## config.mk

```make
export PLATFORM = sky130hd
export DESIGN_NAME = multicycle_controller
export DESIGN_NICKNAME = d
export VERILOG_FILES = /design/src/rtl/multicycle_controller.sv
export SDC_FILE = /design/constraint.sdc
export NUM_CORES = 1
export LEC_CHECK = 0
export CAP_MARGIN = 5
export CORE_UTILIZATION = 40
export CTS_CLUSTER_SIZE = 25
export DETAILED_ROUTE_END_ITERATION = 6
export GPL_ROUTABILITY_DRIVEN = 0
export PLACE_DENSITY = 0.89
export SYNTH_ARGS = -nofsm -noshare
export SYNTH_HDL_FRONTEND = slang
export SYNTH_SLANG_ARGS = --single-unit
```

## constraint.sdc

```tcl
create_clock -name clk -period 4.9 [get_ports clk]
set_input_delay 1.225 -clock clk [delete_from_list [all_inputs] [get_ports clk]]
set_output_delay 1.225 -clock clk [all_outputs]
set_load 0.02 [all_outputs]
```

## src/rtl/multicycle_controller.sv

```systemverilog
// Control FSM for the multicycle RV32 core: sequences fetch/decode/execute phases
// and decodes ALUOp plus funct fields into the datapath ALU control.
module multicycle_controller #(
  parameter bit TRAP_ON_ILLEGAL = 1'b0
) (
  input  logic       clk,
  input  logic       rst_n,
  input  logic [6:0] op,
  input  logic [2:0] funct3,
  input  logic       funct7b5,
  input  logic       zero,
  output logic       pc_write,
  output logic       adr_src,
  output logic       mem_write,
  output logic       ir_write,
  output logic [1:0] result_src,
  output logic [1:0] alu_src_a,
  output logic [1:0] alu_src_b,
  output logic       reg_write,
  output logic [1:0] imm_src,
  output logic [2:0] alu_control,
  output logic       instr_done,
  output logic       illegal
);

  localparam logic [6:0] OP_LW  = 7'b0000011;
  localparam logic [6:0] OP_SW  = 7'b0100011;
  localparam logic [6:0] OP_R   = 7'b0110011;
  localparam logic [6:0] OP_I   = 7'b0010011;
  localparam logic [6:0] OP_JAL = 7'b1101111;
  localparam logic [6:0] OP_BEQ = 7'b1100011;

  typedef enum logic [3:0] {
    S_FETCH, S_DECODE, S_MEMADR, S_MEMREAD, S_MEMWB, S_MEMWRITE,
    S_EXECR, S_EXECI, S_ALUWB, S_JAL, S_BEQ, S_HALT
  } state_t;

  state_t      r_state;
  state_t      w_next;
  logic        w_pc_update;
  logic        w_branch;
  logic        w_mem_write;
  logic        w_ir_write;
  logic        w_reg_write;
  logic [1:0]  w_alu_op;

  // State register; reset parks the FSM in FETCH immediately
  always_ff @(posedge clk or negedge rst_n) begin
    if (!rst_n) begin
      r_state <= S_FETCH;
    end else begin
      r_state <= w_next;
    end
  end

  // Next-state and Moore outputs per phase
  always_comb begin
    w_next      = r_state;
    w_pc_update = 1'b0;
    w_branch    = 1'b0;
    w_mem_write = 1'b0;
    w_ir_write  = 1'b0;
    w_reg_write = 1'b0;
    w_alu_op    = 2'b00;
    adr_src     = 1'b0;
    result_src  = 2'b00;
    alu_src_a   = 2'b00;
    alu_src_b   = 2'b00;
    instr_done  = 1'b0;
    illegal     = 1'b0;
    case (r_state)
      S_FETCH: begin
        w_ir_write  = 1'b1;
        alu_src_b   = 2'b10;
        result_src  = 2'b10;
        w_pc_update = 1'b1;
        w_next      = S_DECODE;
      end
      S_DECODE: begin
        alu_src_a = 2'b01;
        alu_src_b = 2'b01;
        case (op)
          OP_LW, OP_SW: w_next = S_MEMADR;
          OP_R:         w_next = S_EXECR;
          OP_I:         w_next = S_EXECI;
          OP_JAL:       w_next = S_JAL;
          OP_BEQ:       w_next = S_BEQ;
          default: begin
            illegal    = 1'b1;
            instr_done = 1'b1;
            w_next     = TRAP_ON_ILLEGAL ? S_HALT : S_FETCH;
          end
        endcase
      end
      S_MEMADR: begin
        alu_src_a = 2'b10;
        alu_src_b = 2'b01;
        if (op == OP_SW) begin
          w_next = S_MEMWRITE;
        end else begin
          w_next = S_MEMREAD;
        end
      end
      S_MEMREAD: begin
        adr_src = 1'b1;
        w_next  = S_MEMWB;
      end
      S_MEMWB: begin
        result_src  = 2'b01;
        w_reg_write = 1'b1;
        instr_done  = 1'b1;
        w_next      = S_FETCH;
      end
      S_MEMWRITE: begin
        adr_src     = 1'b1;
        w_mem_write = 1'b1;
        instr_done  = 1'b1;
        w_next      = S_FETCH;
      end
      S_EXECR: begin
        alu_src_a = 2'b10;
        alu_src_b = 2'b00;
        w_alu_op  = 2'b10;
        w_next    = S_ALUWB;
      end
      S_EXECI: begin
        alu_src_a = 2'b10;
        alu_src_b = 2'b01;
        w_alu_op  = 2'b10;
        w_next    = S_ALUWB;
      end
      S_ALUWB: begin
        w_reg_write = 1'b1;
        instr_done  = 1'b1;
        w_next      = S_FETCH;
      end
      S_JAL: begin
        alu_src_a   = 2'b01;
        alu_src_b   = 2'b10;
        w_pc_update = 1'b1;
        w_next      = S_ALUWB;
      end
      S_BEQ: begin
        alu_src_a  = 2'b10;
        w_alu_op   = 2'b01;
        w_branch   = 1'b1;
        instr_done = 1'b1;
        w_next     = S_FETCH;
      end
      S_HALT: begin
        w_next = S_HALT;
      end
      default: begin
        w_next = S_FETCH;
      end
    endcase
  end

  // Immediate format depends only on the opcode; HALT silences it
  always_comb begin
    imm_src = 2'b00;
    if (r_state == S_HALT) begin
      imm_src = 2'b00;
    end else begin
      case (op)
        OP_SW:   imm_src = 2'b01;
        OP_BEQ:  imm_src = 2'b10;
        OP_JAL:  imm_src = 2'b11;
        default: imm_src = 2'b00;
      endcase
    end
  end

  // ALU function decode; subtract only for R-type with funct7b5 set
  always_comb begin
    alu_control = 3'b000;
    case (w_alu_op)
      2'b00: alu_control = 3'b000;
      2'b01: alu_control = 3'b001;
      2'b10: begin
        case (funct3)
          3'b000:  alu_control = ({op[5], funct7b5} == 2'b11) ? 3'b001 : 3'b000;
          3'b010:  alu_control = 3'b101;
          3'b110:  alu_control = 3'b011;
          3'b111:  alu_control = 3'b010;
          default: alu_control = 3'b000;
        endcase
      end
      default: alu_control = 3'b000;
    endcase
  end

  // Write enables are held off while reset is asserted, even mid-instruction
  assign pc_write  = rst_n & (w_pc_update | (w_branch & zero));
  assign ir_write  = rst_n & w_ir_write;
  assign reg_write = rst_n & w_reg_write;
  assign mem_write = rst_n & w_mem_write;

endmodule

```

==> summary.md <==
| Metric | Value |
|---|---|
| Status | `complete, no violations` |
| Site row count | `13` |
| CTS Buffer Depth | `2` |
| Kind of critical path | `primary input to output port` |
| Total power | `91.8 uW` |
| Met2 routed wirelength | `814 um` |
| Dpl cell area | `856 um2` |
| Layout cells sized above 1 | `0.0367` |
| Met3 WL | `83 um` |
| M1 WL | `659 um` |
| Post-synthesis sequential area ratio | `0.175` |
| Drt pass-1 iters | `4` |
| Critical Path RT | `3.67 ns` |
| Vias in the first global route | `592` |
| Period minus WS final | `4.25 ns` |
| GRT Util Overall | `0.217` |
| # setup viols final | `0` |
| Cells after synthesis | `81` |
| Max H-tree Level | `1` |
| Synth async-reset ratio | `1.00` |
| Crit path setup slack, layout | `0.651 ns` |
| Slowest CP cell | `clkdlybuf4s50_1` |
| Top Registers | `r_state: 4 flops` |
| Initial antenna violation count | `0` |
| Gr ovfl total | `0` |
| Synth warn | `0` |
| Crit path cell chain | `clkdlybuf4s50_1 > nand3_1 > or2_1 > a21oi_1 > o31ai_1 > clkdlybuf4s50_1` |
| Max FFs per register | `4` |
| Post-route cell area | `878 um2` |
| Synthesis-to-layout area growth | `53.3%` |
| Worst skew pair latency | `0.23 ns` |
| Relative slew slack | `0.645` |
| Via count | `707` |
| Core area | `0.00132 mm2` |
| Hold Crit Class | `flop to flop` |
| Post-Route Skew | `0.00507 ns` |
| Initial Util | `0.435` |
| Yosys cell types | `34` |
| Final hold vios | `0` |
| IO Count | `32` |
| Die ar. | `0.00159 mm2` |
| ANT cells | `0` |
| Final ANT Viol Nets | `0` |
| Mapped Avg Cell Area | `7.07 um2` |
| Worst slew pin tran | `0.532 ns` |
| Most frequent cell on the critical path | `clkdlybuf4s50_1` |
| Setup TNS | `0 ns` |
| Worst-path clk slew | `0.04 ns` |
| Max VDD drop | `104 uV` |
| Max FO, Critical Path | `5` |
| RSZ-0062 raised after global routing | `false` |
| WL/cell | `12.6 um` |
| Critical path's largest stage delay | `0.56 ns` |
| Hold depth | `2` |
| Largest net degree at the start of global routing | `19` |
| CTS tree | `built` |
| PortBufs | `31` |
| Leakage power | `0.000318 uW` |
| Hold_buf cts | `0` |
| PwrDens | `105 mW/mm2` |
| Post-CTS setup buffers | `0` |
| Post-CTS Resized | `0` |
| DRC viols | `0` |
| Commonest cells after routing, fill and taps aside | `31 x clkdlybuf4s50_1, 10 x nor2_1, 8 x nand2b_1` |
| Highest Clock Rate | `235 MHz` |
| Max cap viols | `0` |
| First-pass GRT wire length | `2390 um` |
| Largest register by flop count | `r_state` |
| Fin crit share | `0.867` |
| WP data arrival | `3.02 ns` |
| Post-detail-place hpwl | `1290 um` |
| Slew Viols, Final | `0` |
| Cell area after synthesis | `573 um2` |
| Num CTS Buffers | `3` |
| Final hold slack | `0.736 ns` |
| Drt total wl | `1560 um` |
| Primary FF master, synth | `dfrtp_1` |
| DIE HEIGHT | `39.9 um` |
| Root Driver | `clkbuf_4` |
| DR top layer | `met3` |
| Die W | `39.9 um` |
| Synthesis-stage register bit count | `4` |
| Crit. End Element | `output port` |
| Post-layout nets | `127` |
| CTS sink count | `4` |
| Worst slack at placement | `0.660 ns` |
| Critical path launch point type | `primary input` |
| Commonest non-fill, non-tap cell in the layout | `clkdlybuf4s50_1` |
| Syn Nets | `97` |
| Register-to-Register Path Depth | `3` |
| Vias/cell | `5.70` |
| DRT iter0 DRCs | `5` |
| EDFF count, synth | `0` |
==> layer usage <==
metal / vias up / global-route usage
met5: - / 0
met2: 30 / 0.398
met4: 0 / 0.0517
met1: 330 / 0.267
li1: 347 / -
met3: 0 / 0.0170
==> critical path: cells and delay by family <==
kind / cells / cell delay (ns)
buffers and inverters: 2 / 1.11
AND/OR/NAND/NOR: 2 / 0.36
AO/OA/AOI/OAI: 2 / 0.33
==> worst paths after layout <==
path | from | end | slack [ns]
min reg2reg | r_state[3]$_DFF_PN0_ | r_state[3]$_DFF_PN0_ | 0.74
min in group asynchronous | rst_n | r_state[1]$_DFF_PN0_ | 1.21
max | op[6] | instr_done | 0.65
min | r_state[3]$_DFF_PN0_ | r_state[3]$_DFF_PN0_ | 0.74
max in group asynchronous | rst_n | r_state[0]$_DFF_PN0_ | 3.51
max reg2reg | r_state[3]$_DFF_PN0_ | r_state[1]$_DFF_PN0_ | 3.37
==> power breakdown <==
part           total (uW)  switching [uW]  internal [uW]  leakage, uW
clock                38.9            11.7           27.3    0.0000138
combinational        19.6            7.79           11.8     0.000264
sequential           33.2               0           33.2    0.0000402
total                91.8            19.5           72.3     0.000318
==> Yosys cell counts (all sizes together), types with 2 or more instances <==
library cell / n / share of area
or2: 2 / 0.022
nor2: 10 / 0.066
buf: 5 / 0.074
a31oi: 2 / 0.022
nand2: 5 / 0.033
dfrtp: 4 / 0.17
nand4b: 2 / 0.031
a21oi: 6 / 0.052
ha: 2 / 0.044
inv: 6 / 0.039
nand2b: 8 / 0.087
nor3: 6 / 0.052
xnor2: 3 / 0.046
or3: 2 / 0.022
==> cell type report <==
| class | count | area [um2] |
|---|---|---|
| fill | 118 | 439 |
| multi-input combinational | 65 | 404 |
| timing repair buffer | 31 | 310 |
| sequential | 4 | 100 |
| clock buffer | 3 | 22.5 |
| inverter | 6 | 22.5 |
| tap | 15 | 18.8 |
==> cells by family after synthesis <==
family                     count (synthesis)  share of synthesized area
AOI/OAI and AO/OA                         18                      0.218
buffers and inverters                     12                      0.120
xor gates and xnor gates                   4                     0.0611
adders and majority gates                  2                     0.0437
DFF                                        4                      0.175
and+or+nand+nor                           41                      0.382
==> per-stage QoR <==
step                      cells  utilization
after floorplan              81            -
after global placement      121        0.650
after detailed placement    121        0.650
after CTS                   124        0.667
after global routing        124        0.667
final                       124        0.667
Note: power is estimated with default switching activity, not from simulation.
